### config.mk
export PLATFORM = sky130hd
export DESIGN_NAME = shift_rotate_engine
export DESIGN_NICKNAME = d
export VERILOG_FILES = /design/src/rtl/shift_rotate_engine.sv
export SDC_FILE = /design/constraint.sdc
export NUM_CORES = 1
export LEC_CHECK = 0
export ABC_CLOCK_PERIOD_IN_PS = 2300
export CELL_PAD_IN_SITES_DETAIL_PLACEMENT = 0
export CELL_PAD_IN_SITES_GLOBAL_PLACEMENT = 1
export CORE_ASPECT_RATIO = 0.7
export CORE_UTILIZATION = 38
export CTS_BUF_LIST = sky130_fd_sc_hd__clkbuf_4
export CTS_CLUSTER_SIZE = 30
export DETAILED_ROUTE_END_ITERATION = 7
export PLACE_DENSITY = 0.81
export SLEW_MARGIN = 15
export SYNTH_ARGS = -nofsm -noshare
export SYNTH_HDL_FRONTEND = slang
export SYNTH_SLANG_ARGS = --single-unit
### constraint.sdc
create_clock -name clock -period 2.3 [get_ports clock]
set_input_delay 0.46 -clock clock [delete_from_list [all_inputs] [get_ports clock]]
set_output_delay 0.46 -clock clock [all_outputs]
set_load 0.01 [all_outputs]
### src/rtl/shift_rotate_engine.sv
// Multi-cycle shift/rotate register with parallel load and a busy/done handshake.
// Optional `SERIAL_IN_EN adds a serial_in port used as the fill bit for logical shifts.
module shift_rotate_engine #(
  parameter int WIDTH = 8,
  parameter int AMT_W = 4
) (
  input  logic             clock,
  input  logic             reset,
`ifdef SERIAL_IN_EN
  input  logic             serial_in,
`endif
  input  logic             start,
  input  logic [2:0]       op,
  input  logic [AMT_W-1:0] amount,
  input  logic [WIDTH-1:0] data_in,
  output logic [WIDTH-1:0] q,
  output logic             carry_out,
  output logic             busy,
  output logic             done
);

  localparam logic [2:0] OP_LOAD  = 3'b000;
  localparam logic [2:0] OP_ROR   = 3'b001;
  localparam logic [2:0] OP_ROL   = 3'b010;
  localparam logic [2:0] OP_SRL   = 3'b011;
  localparam logic [2:0] OP_SLL   = 3'b100;
  localparam logic [2:0] OP_SRA   = 3'b101;
  localparam logic [2:0] OP_CLEAR = 3'b110;
  localparam logic [2:0] OP_NOP   = 3'b111;

  typedef enum logic [1:0] {
    IDLE = 2'd0,
    RUN  = 2'd1,
    DONE = 2'd2
  } state_t;

  state_t             state_q, state_d;
  logic [WIDTH-1:0]   q_q, q_d;
  logic               carry_q, carry_d;
  logic [AMT_W-1:0]   cnt_q, cnt_d;
  logic [2:0]         op_q, op_d;
  logic               fill;

`ifdef SERIAL_IN_EN
  assign fill = serial_in;
`else
  assign fill = 1'b0;
`endif

  always_ff @(posedge clock or posedge reset) begin
    if (reset) begin
      state_q <= IDLE;
      q_q     <= '0;
      carry_q <= 1'b0;
      cnt_q   <= '0;
      op_q    <= OP_LOAD;
    end else begin
      state_q <= state_d;
      q_q     <= q_d;
      carry_q <= carry_d;
      cnt_q   <= cnt_d;
      op_q    <= op_d;
    end
  end

  // DONE accepts a new command exactly like IDLE, which gives back-to-back issue.
  always_comb begin
    state_d = state_q;
    q_d     = q_q;
    carry_d = carry_q;
    cnt_d   = cnt_q;
    op_d    = op_q;
    case (state_q)
      IDLE, DONE: begin
        state_d = IDLE;
        if (start) begin
          state_d = DONE;
          case (op)
            OP_LOAD: begin
              q_d     = data_in;
              carry_d = 1'b0;
            end
            OP_CLEAR: begin
              q_d     = '0;
              carry_d = 1'b0;
            end
            OP_NOP: begin
            end
            default: begin
              if (amount != '0) begin
                op_d    = op;
                cnt_d   = amount;
                state_d = RUN;
              end
            end
          endcase
        end
      end
      RUN: begin
        cnt_d = cnt_q - AMT_W'(1);
        if (cnt_q == AMT_W'(1)) begin
          state_d = DONE;
        end
        // One single-bit step per edge; carry takes the bit leaving the register.
        case (op_q)
          OP_ROR: begin
            q_d     = {q_q[0], q_q[WIDTH-1:1]};
            carry_d = q_q[0];
          end
          OP_ROL: begin
            q_d     = {q_q[WIDTH-2:0], q_q[WIDTH-1]};
            carry_d = q_q[WIDTH-1];
          end
          OP_SRL: begin
            q_d     = {fill, q_q[WIDTH-1:1]};
            carry_d = q_q[0];
          end
          OP_SLL: begin
            q_d     = {q_q[WIDTH-2:0], fill};
            carry_d = q_q[WIDTH-1];
          end
          OP_SRA: begin
            q_d     = {q_q[WIDTH-1], q_q[WIDTH-1:1]};
            carry_d = q_q[0];
          end
          default: begin
          end
        endcase
      end
      default: state_d = IDLE;
    endcase
  end

  assign q         = q_q;
  assign carry_out = carry_q;
  assign busy      = (state_q == RUN);
  assign done      = (state_q == DONE);

endmodule

==> run summary <==
status = complete, no violations
pin count of the biggest net entering global routing = 19
CTS Buf Count = 3
count of different cell masters after synthesis = 47
Worst-Skew Late Latency = 0.30 ns
starting density of the core = 41.0%
DR pass1 iterations = 4
Min Hold Slack = 0.514 ns
Rel. slew slack = 50.7%
core area = 2860 um^2
vias in the first global route = 989
H-tree Lvls = 1
Final Slew Violations = 0
#FFs+latches synth = 18
Post-Route WL = 2950 um
max cap viols = 0
dpl hpwl = 2240 um
fin worst setup slack = 0.191 ns
initial antenna violation count = 0
minimum clock period = 2.11 ns
IO Pins = 29
unrepaired setup endpoints after global routing = false
FILL cells = 262
Sum Neg Setup Slack = 0 ns
I/O Buffers = 28
DR iter-0 viols = 96
ant diodes = 0
worst slew pin tran = 0.739 ns
CTS Hold Bufs = 0
VDD IR max = 0.691 mV
Yosys warning count = 0
crit path launch type = flip-flop
period utilization = 91.7%
Post-Layout Inst Area = 1530 um^2
Synth Instances = 122
row cnt = 16
Syn Nets = 143
Leakage Power = 0.000600 uW
# resized after CTS = 0
Die Wd = 68.4 um
number of flops mapped to enable cells by yosys = 0
Die ar. = 3320 um^2
crit path max fanout = 14
routed vias/inst = 6.06
Antenna Nets Post-Route = 0
Hold Fails Final Rpt = 0
first-pass GRT wire length = 4800 um
grt ovf = 0
Synth Flop Type = dfrtp_1
synthesized area = 1170 um^2
FFs w/ async S/R, synth = 100%
area grow syn2layout = 30.0%
WL met2 = 1260 um
WL/cell = 15.7 um
Syn Area/Cell = 9.62 um^2
uppermost routed layer = met4
Worst EP required = 1.84 ns
final setup fails = 0
most common cell after layout, fill and taps aside = clkdlybuf4s50_1
clock-pin slew of the registers on the worst-case setup and hold paths = 0.10 ns
final total power = 2100 uW
clk sinks = 18
Fmax = 0.474 GHz
DRC = 0
layout cells sized above 1 = 15.1%
skew final = 0.00576 ns
wire length on met3 = 206 um
WS Path Type = reg -> out
Clock Path Buffers = 2
arrival time worst endpoint = 1.65 ns
Vias = 1139
Seq/Total Area, Yosys = 38.4%
most frequent cells in the layout = clkdlybuf4s50_1, dfrtp_1, o21ai_0
CTS tree = built
fin nets = 175
DRT met1 WL = 1470 um
CP Capture Type = output port
Placed Area = 1500 um^2
Post-CTS Setup Bufs = 0
Final GP Congestion = 0.783
total track usage = 19.2%
clock root cell = clkbuf_4
Place WS = 0.0554 ns
Hold Path Class = reg -> reg
P per Cell Area = 1380 nW/um^2
chip height = 48.5 um
[final timing paths]
| path | start | end | slack, ns | cells past startpoint |
|---|---|---|---|---|
| max | state_q[1] | busy | 0.19 | 3 |
| min | carry_out | carry_out | 0.51 | 1 |
| max reg2reg | state_q[1] | q[6] | 0.44 | 6 |
| min reg2reg | carry_out | carry_out | 0.51 | 1 |
| max in group asynchronous | reset | carry_out | 1.26 | 2 |
| min in group asynchronous | reset | q[1] | 0.57 | 2 |
[report_power, final]
| group | internal (uW) | switching, uW | total (uW) |
|---|---|---|---|
| clock | 61.1 | 102 | 163 |
| sequential | 475 | 212 | 687 |
| combinational | 632 | 622 | 1250 |
| total | 1170 | 936 | 2100 |
[worst max-delay path: stages, from the launching register on]
cell,delay [ns]
dfrtp_1,0.41
nand2b_2,0.31
clkinv_2,0.11
clkdlybuf4s50_1,0.53
[kinds of logic (layout without fill, tap and decap cells)]
group	count (synthesis)	count (layout)	share of synthesized area (%)
compound gates	51	51	31.9
simple gates	29	29	14.6
flops	18	18	38.4
buf+inv	15	45	6.82
fa+ha+maj	3	3	3.20
xor+xnor	3	3	2.24
mux	3	3	2.88
[state kept, by name, indices dropped and copies added (netlist names)]
signal and flops:
op_q 3, cnt_q 4, q 8, state_q 2
carry_out 1
[metrics by stage]
stage | instances | utilization, %
final | 188 | 53.3
after global routing | 188 | 53.3
after CTS | 188 | 53.3
after detailed placement | 185 | 52.5
after global placement | 185 | 52.5
after floorplan | 122 | -
[synth_stat cells, types with 2 or more instances]
library cell,number,area [um^2]
buf_2,3,15.0
o211ai_1,2,15.0
o31ai_1,6,45.0
inv_1,5,18.8
nand2_1,7,26.3
nor3b_1,2,15.0
nor2b_1,2,12.5
nor2_1,3,11.3
ha_1,3,37.5
xor2_1,2,17.5
o21ai_0,12,60.1
buf_6,2,22.5
o21bai_1,2,15.0
nand3_1,3,15.0
nor4_1,2,12.5
a21oi_1,9,45.0
clkbuf_1,2,7.51
mux2_2,3,33.8
a221o_1,2,20.0
dfrtp_1,18,450
a221oi_1,6,52.6
[metal layers]
| layer | up-vias | GRT usage, % |
|---|---|---|
| li1 | 532 | - |
| met1 | 551 | 29.4 |
| met2 | 52 | 26.1 |
| met3 | 4 | 6.13 |
| met4 | 0 | 3.47 |
| met5 | - | 0 |
[final cells by class]
type                       count  area [um^2]  share of cell area [%]
clock buffer                   3         22.5                    1.48
multi-input combinational     89          643                    42.2
inverter                       6         23.8                    1.56
tap                           36         45.0                    2.95
sequential                    18          450                    29.5
timing repair buffer          36          340                    22.3
(Power assumes the default switching activity.)
